<file path="src/rtl/mux_n_to_1_arb_reg.sv">
// N-to-1 valid/ready channel merge onto one registered output.
// Arbitration is fixed priority, round robin or static select.
module mux_n_to_1_arb_reg #(
  parameter int DATA_WIDTH = 32,
  parameter int NUM_CH     = 4,
  parameter int SEL_WIDTH  = 2,
  parameter int MODE       = 1
) (
  input  logic                         clk,
  input  logic                         rst_n,
  input  logic [NUM_CH*DATA_WIDTH-1:0] in_data,
  input  logic [NUM_CH-1:0]            in_valid,
  output logic [NUM_CH-1:0]            in_ready,
  input  logic [SEL_WIDTH-1:0]         sel,
  output logic [DATA_WIDTH-1:0]        out_data,
  output logic [SEL_WIDTH-1:0]         out_ch,
  output logic                         out_valid,
  input  logic                         out_ready
);

  logic                  load_en;
  logic                  xfer;
  logic [SEL_WIDTH-1:0]  rr_ptr;
  logic [NUM_CH-1:0]     g_fp;
  logic [NUM_CH-1:0]     g_rr;
  logic [NUM_CH-1:0]     g_st;
  logic [NUM_CH-1:0]     grant;
  logic [SEL_WIDTH-1:0]  i_fp;
  logic [SEL_WIDTH-1:0]  i_rr;
  logic [SEL_WIDTH-1:0]  i_st;
  logic [SEL_WIDTH-1:0]  gidx;
  logic [DATA_WIDTH-1:0] gdata;

  assign load_en = !out_valid || out_ready;

  // Downward scan: the last hit written is the lowest index.
  always_comb begin
    g_fp = '0;
    i_fp = '0;
    for (int i = NUM_CH - 1; i >= 0; i--) begin
      if (in_valid[i]) begin
        g_fp    = '0;
        g_fp[i] = 1'b1;
        i_fp    = SEL_WIDTH'(i);
      end
    end
  end

  always_comb begin
    int  j;
    logic found;
    g_rr  = '0;
    i_rr  = '0;
    found = 1'b0;
    j     = 0;
    for (int k = 1; k <= NUM_CH; k++) begin
      j = int'(rr_ptr) + k;
      if (j >= NUM_CH) j = j - NUM_CH;
      if (!found && in_valid[j]) begin
        found   = 1'b1;
        g_rr[j] = 1'b1;
        i_rr    = SEL_WIDTH'(j);
      end
    end
  end

  always_comb begin
    g_st = '0;
    i_st = '0;
    for (int i = 0; i < NUM_CH; i++) begin
      if (int'(sel) == i && in_valid[i]) begin
        g_st[i] = 1'b1;
        i_st    = SEL_WIDTH'(i);
      end
    end
  end

  always_comb begin
    grant = '0;
    gidx  = '0;
    case (MODE)
      0: begin
        grant = g_fp;
        gidx  = i_fp;
      end
      1: begin
        grant = g_rr;
        gidx  = i_rr;
      end
      2: begin
        grant = g_st;
        gidx  = i_st;
      end
      default: begin
        grant = '0;
        gidx  = '0;
      end
    endcase
  end

  always_comb begin
    gdata = '0;
    for (int i = 0; i < NUM_CH; i++) begin
      if (grant[i]) gdata = in_data[i*DATA_WIDTH +: DATA_WIDTH];
    end
  end

  assign in_ready = load_en ? grant : '0;
  assign xfer     = |in_ready;

  always_ff @(posedge clk or negedge rst_n) begin
    if (!rst_n) begin
      out_valid <= 1'b0;
      out_data  <= '0;
      out_ch    <= '0;
      rr_ptr    <= SEL_WIDTH'(NUM_CH - 1);
    end else if (load_en) begin
      if (xfer) begin
        out_valid <= 1'b1;
        out_data  <= gdata;
        out_ch    <= gidx;
        rr_ptr    <= gidx;
      end else begin
        out_valid <= 1'b0;
      end
    end
  end

endmodule

</file>
<file path="config.mk">
export PLATFORM = sky130hd
export DESIGN_NAME = mux_n_to_1_arb_reg
export DESIGN_NICKNAME = d
export VERILOG_FILES = /design/src/rtl/mux_n_to_1_arb_reg.sv
export SDC_FILE = /design/constraint.sdc
export NUM_CORES = 1
export LEC_CHECK = 0
export BUFFER_PORTS_ARGS = -buffer_cell sky130_fd_sc_hd__buf_2
export CAP_MARGIN = 15
export CORE_MARGIN = 10
export CORE_UTILIZATION = 50
export CTS_CLUSTER_DIAMETER = 120
export DETAILED_ROUTE_END_ITERATION = 10
export GPL_ROUTABILITY_DRIVEN = 0
export PLACE_DENSITY = 0.87
export SETUP_SLACK_MARGIN = 0.05
export SYNTH_ARGS = -nofsm -noshare
export SYNTH_HDL_FRONTEND = slang
export SYNTH_SLANG_ARGS = --single-unit
</file>
<file path="constraint.sdc">
create_clock -name clk -period 5 [get_ports clk]
set_input_delay 0.75 -clock clk [delete_from_list [all_inputs] [get_ports clk]]
set_output_delay 0.75 -clock clk [all_outputs]
set_load 0.05 [all_outputs]
</file>
==> flow_metrics.py, run 1 <==
metrics = {
    "routing": {
        "ant_nets": 0,
        "vias": 4366,
        "via_per_inst": 7.09,
        "wl_per_cell_um": 23.2,
        "drcViolationCount": 0,
        "drt-pass1-iter-count": 5,
        "drt_wl_total_mm": 14.3,
        "drt_iter0_drc": 414,
    },
    "floorplanning": {
        "die_area_um2": 10600,
        "num_io_pins": 176,
        "initial_core_util_pct": 51.2,
        "fp.coreArea_um2": 6760,
        "rows": 30,
        "die_y_um": 103,
        "die_x_um": 103,
    },
    "logic_synthesis": {
        "synth_top_family_by_area": "compound AO/OA/AOI/OAI gates",
        "seq_area_frac_synth_pct": 26.8,
        "synth_compound_gate_area_share_pct": 53.6,
        "netlist-cell-type-count": 38,
        "synth_nets": 545,
        "synth-xor-area-share_pct": 0,
        "ys_ff_latch": 37,
        "synthAdderAreaFrac_pct": 2.89,
        "ys.flop_type": "dfrtp_1",
        "synthesis.area_um2": 3460,
        "synthMuxAreaShare_pct": 4.05,
        "yosys.area.top_type": "dfrtp_1",
        "ys_top_cells_by_area": "dfrtp_1 (25%), o21ai_0 (9.7%), o41ai_1 (8.4%)",
        "synthSimpleGateAreaFrac_pct": 4.48,
        "synth_warnings": 0,
        "synth_top_cell_area_share_pct": 25.3,
        "synth-edff-count": 0,
        "synth_cells": 400,
        "synth.avg_cell_area_um2": 8.65,
        "synthArstFlopShare_pct": 100,
    },
    "critical_path": {
        "cp.required_ns": 4.25,
        "cp_data_arrival_time_ns": 3.70,
        "crit_path_end_kind": "output pin",
        "critPathLaunchType": "flop",
        "crit_fanout": 34,
        "r2r_start": "rr_ptr[0]",
        "worstReg2RegEnd": "out_data[15]",
        "path_class": "reg -> out",
        "ff2ff_path_depth": 8,
        "r2r_slack_ns": 0.80,
    },
    "layout": {
        "n_fill_cell": 586,
        "layout.nets": 680,
        "instances_no_fill": 616,
        "n_antenna_cell": 0,
        "final_cell_mix": "buf_2 (173), o21ai_0 (67), a21oi_1 (37)",
        "fin_util_pct": 66.3,
        "areaGrowthSynthToFinish_pct": 29.4,
        "drive_above_1_share_pct": 40.5,
        "layout_commonest_cell": "buf_2",
    },
    "min_path": {
        "hp-class": "reg -> reg",
        "whs_endpoint": "out_data[6]",
        "hp-start": "out_data[6]",
        "holdPathStages": 1,
    },
    "placement": {
        "dp_cells": 606,
        "io_buffers": 173,
        "dp_hpwl_mm": 10.1,
    },
    "clock_network": {
        "post_cts_buffers": 0,
        "tritoncts": "done",
        "cts.htree.levels": 2,
        "ctsResizeCount": 0,
        "cts_buffers": 5,
        "path_clk_slew_ns": 0.08,
        "clockBufferDepth": 2,
        "insertion_delay_ns": 0.29,
        "cts_sinks": 37,
        "cts_root_buf": "clkbuf_8",
        "postCtsHoldBufs": 0,
    },
    "grt": {
        "track_usage_pct": 25.2,
        "grt_pass1_wl_mm": 21.7,
        "grt_antenna_before_repair": 0,
        "grt_pass1_vias": 4449,
        "grt_max_degree": 38,
        "gr-total-overflow": 0,
    },
    "timing": {
        "max_freq_mhz": 225,
        "timing.final.crit_share_pct": 89.0,
        "tightest_slew_ns": 1.11,
        "finalCriticalPeriod_ns": 4.45,
        "hold_viol": 0,
        "rsz0062_at_grt": "false",
        "finalSetupViolCount": 0,
        "slew-limit-headroom_pct": 25.4,
        "setup_tns_ns": 0,
        "skew_ns": 0.00388,
        "slew_violations": 0,
        "holdWs_ns": 0.507,
    },
    "job": {
        "drv_cap": 0,
    },
    "status": {
        "status": "finished, final reports clean",
    },
}
## cells by family (layout without fill, tap and decap cells)
kind of cell,count (synthesis),after routing
mux,10,10
buf+inv,64,200
fa+ha+maj,8,8
flops,37,37
simple gates,23,23
compound gates,258,258
## per-layer routing
metal / GRT usage [%] / part of all wire (%) / wire (um) / vias to the layer above
li1: - / - / - / 1953
met5: 0 / 0 / 0 / -
met1: 29.9 / 37 / 5350 / 2051
met3: 6.84 / 10 / 1480 / 56
met4: 12.2 / 3.8 / 541 / 0
met2: 41.4 / 48 / 6920 / 306
## worst max-delay path, cell delays in order, from the launching register on
cell,delay (ns)
dfstp_2,0.77
inv_1,0.26
ha_1,0.48
mux2_2,0.38
mux2i_1,0.27
o2bb2ai_4,0.34
a21oi_4,0.52
buf_2,0.35
## worst max path at each step
stage	cells after the start	slack (ns)	startpoint	to
after floorplan	9	1.01	rr_ptr[0]	in_ready[0]
after global placement	8	0.76	rr_ptr[0]	out_data[8]
after detailed placement	8	0.66	rr_ptr[0]	out_data[8]
after CTS	7	0.60	rr_ptr[0]	in_ready[2]
after global routing	7	0.37	rr_ptr[0]	in_ready[2]
final	7	0.55	rr_ptr[0]	in_ready[2]
## area by class of cell
cell class | count | area [um2] | share of cell area (%)
Tap cell | 80 | 100 | 2.24
Clock buffer | 5 | 68.8 | 1.54
Inverter | 5 | 18.8 | 0.419
Sequential cell | 37 | 928 | 20.7
Clock inverter | 3 | 17.5 | 0.391
Multi-Input combinational cell | 299 | 2330 | 52.1
Timing Repair Buffer | 187 | 1010 | 22.6
## synth_stat cells, drive strengths merged (4+ instances only)
master / count
nand3b: 5
o41ai: 33
buf: 8
o2111ai: 32
a21oi: 40
o22a: 32
o21ai: 73
ha: 8
inv: 5
a311oi: 32
mux2i: 5
clkbuf: 51
dfrtp: 35
nor3b: 4
## state kept, by name, indices dropped and copies added, names as in the netlist
register,cells
out_valid,1
rr_ptr,2
out_data,32
out_ch,2
## metrics by stage
step	instance area, um2	setup WS [ns]
after floorplan	3460	1.01
after detailed placement	4340	0.659
after CTS	4420	0.601
final	4480	0.548
after global placement	4340	0.759
after global routing	4480	0.374
Power of run 1 is left out: the tool's default activity adds up to more than one toggle a clock period on the data nets, which glitch-free logic cannot reach.
==> run 2: changes to the inputs <==
Settings changed: CELL_PAD_IN_SITES_DETAIL_PLACEMENT set to 0, CELL_PAD_IN_SITES_GLOBAL_PLACEMENT set to 1, CORE_UTILIZATION 50 to 35, PLACE_DENSITY 0.87 to 0.95.
==> run 2 against run 1 <==
Net effect:
- sequential cell count is the same
- highest routed layer unchanged
- first-iteration DRC count decreased by 20%
- fmax barely moved
==> flow_metrics.py, run 2 (synthesis results as in run 1) <==
metrics = {
    "layout": {
        "drive_above_1_share_pct": 40.4,
        "areaGrowthSynthToFinish_pct": 32.2,
        "final_cell_area_um2": 4570,
        "n_antenna_cell": 0,
        "layout_commonest_cell": "buf_2",
        "largest_reg_flops": 32,
        "reg.largest.list": "out_data: 32 flops, out_ch: 2 flops, rr_ptr: 2 flops",
        "top_register": "out_data",
        "final_cell_mix": "buf_2 (173), o21ai_0 (67), a21oi_1 (37)",
        "layout.nets": 680,
    },
    "timing": {
        "rsz0062_at_grt": "false",
        "skew_ns": 0.00387,
        "slew-limit-headroom_pct": 17.2,
        "slew_violations": 0,
        "finalCriticalPeriod_ns": 4.45,
        "finalSetupViolCount": 0,
        "timing.final.crit_share_pct": 89.0,
        "tightest_slew_ns": 1.24,
        "setup_tns_ns": 0,
        "max_freq_mhz": 225,
        "hold_viol": 0,
        "holdWs_ns": 0.505,
        "finalWorstSetupSlack_ns": 0.551,
    },
    "grt": {
        "grt_pass1_wl_mm": 22.7,
        "gr-total-overflow": 0,
        "grt_max_degree": 38,
        "track_usage_pct": 19.3,
        "grt_pass1_vias": 4459,
        "grt_antenna_before_repair": 0,
    },
    "clock_network": {
        "cts_buffers": 5,
        "postCtsHoldBufs": 0,
        "cts_root_buf": "clkbuf_8",
        "post_cts_buffers": 0,
        "cts.htree.levels": 2,
        "cts_sinks": 37,
        "tritoncts": "done",
        "path_clk_slew_ns": 0.08,
        "clockBufferDepth": 2,
        "ctsResizeCount": 0,
        "insertion_delay_ns": 0.29,
    },
    "min_path": {
        "hp-class": "reg -> reg",
        "holdPathStages": 1,
    },
    "routing": {
        "drt_wl_total_mm": 14.6,
        "drt-pass1-iter-count": 5,
        "ant_nets": 0,
        "drcViolationCount": 0,
        "wl_per_cell_um": 21.9,
        "vias": 4170,
        "drt_iter0_drc": 331,
        "via_per_inst": 6.24,
    },
    "status": {
        "status": "finished, final reports clean",
    },
    "floorplanning": {
        "rows": 36,
        "num_io_pins": 176,
        "die_x_um": 119,
        "fp.coreArea_um2": 9680,
        "initial_core_util_pct": 35.7,
        "die_area_um2": 14300,
        "die_y_um": 119,
    },
    "placement": {
        "placed_cell_area_um2": 4460,
        "pre_cts_ws_ns": 0.770,
        "dp_hpwl_mm": 10.8,
        "io_buffers": 173,
    },
    "critical_path": {
        "cp.required_ns": 4.25,
        "cp_data_arrival_time_ns": 3.70,
        "critPathLaunchType": "flop",
        "ff2ff_path_depth": 10,
        "path_class": "reg -> out",
        "crit_fanout": 19,
        "crit_path_end_kind": "output pin",
    },
    "job": {
        "drv_cap": 0,
    },
}
run 2: routing by layer:
layer | track usage, % | vias to the layer above | routed length [um]
met5 | 0 | - | 0
met4 | 6.71 | 0 | 223
met3 | 5.43 | 21 | 1150
met2 | 34.2 | 192 | 7160
met1 | 21.6 | 2002 | 6060
li1 | - | 1955 | -
run 2: metrics by stage:
| stage | instances | util (%) |
|---|---|---|
| 3_5_place_dp | 660 | 46.0 |
| 6_report | 668 | 47.2 |
| 2_1_floorplan | 400 | - |
| 4_1_cts | 667 | 47.1 |
| 5_1_grt | 668 | 47.2 |
| 3_3_place_gp | 660 | 46.0 |
run 2: area by class of cell:
type / count / area [um2]
Sequential cell: 37 / 928
Timing Repair Buffer: 187 / 978
Clock buffer: 5 / 68.8
Inverter: 5 / 18.8
Clock inverter: 2 / 35.0
Tap cell: 133 / 166
Fill cell: 952 / 5110
Multi-Input combinational cell: 299 / 2380
run 2: path summary, 6_finish.rpt:
path	from	end	slack (ns)
max reg2reg	rr_ptr[0]	out_data[11]	0.74
min	out_data[0]	out_data[0]	0.51
max	rr_ptr[0]	in_ready[2]	0.55
min in group asynchronous	rst_n	out_data[4]	0.57
max in group asynchronous	rst_n	out_data[25]	3.89
min reg2reg	out_data[0]	out_data[0]	0.51
run 2: critical path: stages, from the launching register on:
cell,delay [ns]
dfstp_2,0.78
inv_1,0.26
ha_1,0.46
mux2_2,0.38
mux2i_1,0.16
buf_4,0.23
o2bb2ai_4,0.20
buf_4,0.28
a21oi_4,0.31
buf_2,0.33
Power of run 2 is left out for the same reason.
==> run 3: changes to the inputs <==
Settings changed: CORE_UTILIZATION 35 to 30, GPL_TIMING_DRIVEN set to 0, PLACE_DENSITY 0.95 to 0.87.
Clock period 5 ns to 4.07 ns, I/O delays scaled along.
==> run 3 against run 2 <==
Net effect:
- critical endpoint is now in_ready[0]
- worst hold slack lost 0.059 ns
- die area rose by 14%
- critical path type unchanged
- register-to-register slack worse by 0.49 ns
- highest routed layer unchanged
- non-clock buffer count grew 47
- design area rose by 5.1%
- critical path depth did not move
==> flow_metrics.py, run 3 (synthesis results as in run 1) <==
metrics = {
    "status": {
        "status": "finished, final reports clean",
    },
    "clock_network": {
        "clockBufferDepth": 2,
        "cts_root_buf": "clkbuf_16",
        "cts.htree.levels": 2,
        "cts_sinks": 37,
        "insertion_delay_ns": 0.28,
        "tritoncts": "done",
        "path_clk_slew_ns": 0.06,
        "cts_buffers": 5,
    },
    "floorplanning": {
        "fp.coreArea_um2": 11400,
        "die_y_um": 127,
        "num_io_pins": 176,
        "die_area_um2": 16200,
        "die_x_um": 127,
        "rows": 39,
        "initial_core_util_pct": 30.4,
    },
    "grt": {
        "track_usage_pct": 19.1,
        "gr-total-overflow": 0,
        "grt_antenna_before_repair": 0,
        "grt_pass1_vias": 4798,
        "grt_max_degree": 38,
        "grt_pass1_wl_mm": 25.5,
    },
    "routing": {
        "wl_per_cell_um": 22.3,
        "via_per_inst": 6.13,
        "vias": 4454,
        "drcViolationCount": 0,
        "drt_iter0_drc": 350,
        "ant_nets": 0,
        "drt-pass1-iter-count": 5,
        "drt_wl_total_mm": 16.2,
    },
    "layout": {
        "n_fill_cell": 1176,
        "largest_reg_flops": 32,
        "layout.nets": 727,
        "n_antenna_cell": 0,
        "top_register": "out_data",
        "drive_above_1_share_pct": 36.5,
        "reg.largest.list": "out_data: 32 flops, out_ch: 2 flops, rr_ptr: 2 flops",
        "instances_no_fill": 726,
        "areaGrowthSynthToFinish_pct": 38.9,
        "layout_commonest_cell": "buf_2",
        "multiInputGateArea_um2": 2320,
        "final_cell_mix": "buf_2 (171), o21ai_0 (67), clkbuf_1 (47)",
        "seqCellArea_um2": 928,
    },
    "placement": {
        "dp_cells": 715,
        "dp_hpwl_mm": 12.2,
        "io_buffers": 172,
    },
    "timing": {
        "slew_violations": 0,
        "slew-limit-headroom_pct": 40.9,
        "hold_viol": 0,
        "max_freq_mhz": 259,
        "timing.final.crit_share_pct": 94.7,
        "finalCriticalPeriod_ns": 3.86,
        "finalSetupViolCount": 0,
        "skew_ns": 0.00413,
        "tightest_slew_ns": 0.887,
        "rsz0062_at_grt": "false",
    },
    "critical_path": {
        "cp.required_ns": 3.46,
        "ff2ff_path_depth": 11,
        "path_class": "reg -> out",
        "crit_path_end_kind": "output pin",
        "crit_fanout": 17,
        "critPathLaunchType": "flop",
        "cp_data_arrival_time_ns": 3.25,
    },
    "job": {
        "drv_cap": 0,
    },
    "min_path": {
        "hp-class": "in -> async",
    },
}
[run 3: cell types whose count changed in the layout (fill, tap and decap cells not counted), sizes merged]
cell	previous run	this run
buf	187	184
bufinv	1	2
clkbuf	5	55
[run 3: final cells by class]
type                            count  share of cell area (%)
Inverter                            5                   0.391
Tap cell                          143                    3.72
Clock buffer                        5                    2.60
Buffer                             57                    5.47
Sequential cell                    37                    19.3
Multi-Input combinational cell    299                    48.3
Timing Repair Buffer              177                    18.8
Clock inverter                      3                    1.35
[run 3: repair_timing]
action                                  CTS  global route
pin swaps                                 2             0
endpoints found under the setup margin   38            27
gates resized for setup                  14             5
buffers inserted                          3             2
hold buffers                              0             0
[run 3: worst max-delay path, cell delays in order, from the launching register on]
cell and delay [ns]:
dfstp_2 0.58, buf_6 0.14, inv_1 0.17, ha_2 0.45, mux2_2 0.38, mux2i_4 0.27
a2bb2oi_4 0.32, o21a_1 0.15, clkbuf_4 0.26, buf_4 0.24
[run 3: final timing paths]
| kind | start | end | slack [ns] |
|---|---|---|---|
| worst max-delay path | rr_ptr[0] | in_ready[0] | 0.21 |
| worst min-delay path | rst_n | out_data[7] | 0.45 |
| worst max register to register | rr_ptr[0] | out_data[6] | 0.25 |
| worst min register to register | out_data[4] | out_data[4] | 0.51 |
| max in group asynchronous | rst_n | out_data[25] | 3.06 |
| min in group clk | out_data[4] | out_data[4] | 0.51 |
[run 3: per-layer routing]
metal / global-route usage (%) / routed length, um / vias up
li1: - / - / 2049
met1: 24.4 / 7000 / 2191
met2: 31.4 / 7830 / 194
met3: 4.55 / 1130 / 20
met4: 4.82 / 263 / 0
met5: 0 / 0 / -
[run 3: stage by stage]
stage	cell area (um2)	hold slack [ns]	setup TNS, ns	util [%]	worst slack (ns)
finish	4810	0.446	0	42.3	0.214
global route	4810	0.527	0	42.3	0.0390
CTS	4780	0.484	0	42.0	0.0678
detailed placement	4500	0.496	-6.01	39.6	-0.629
global placement	4500	0.489	-2.72	39.6	-0.574
floorplan	3460	0.315	0	-	0.221
Power of run 3 is left out for the same reason.
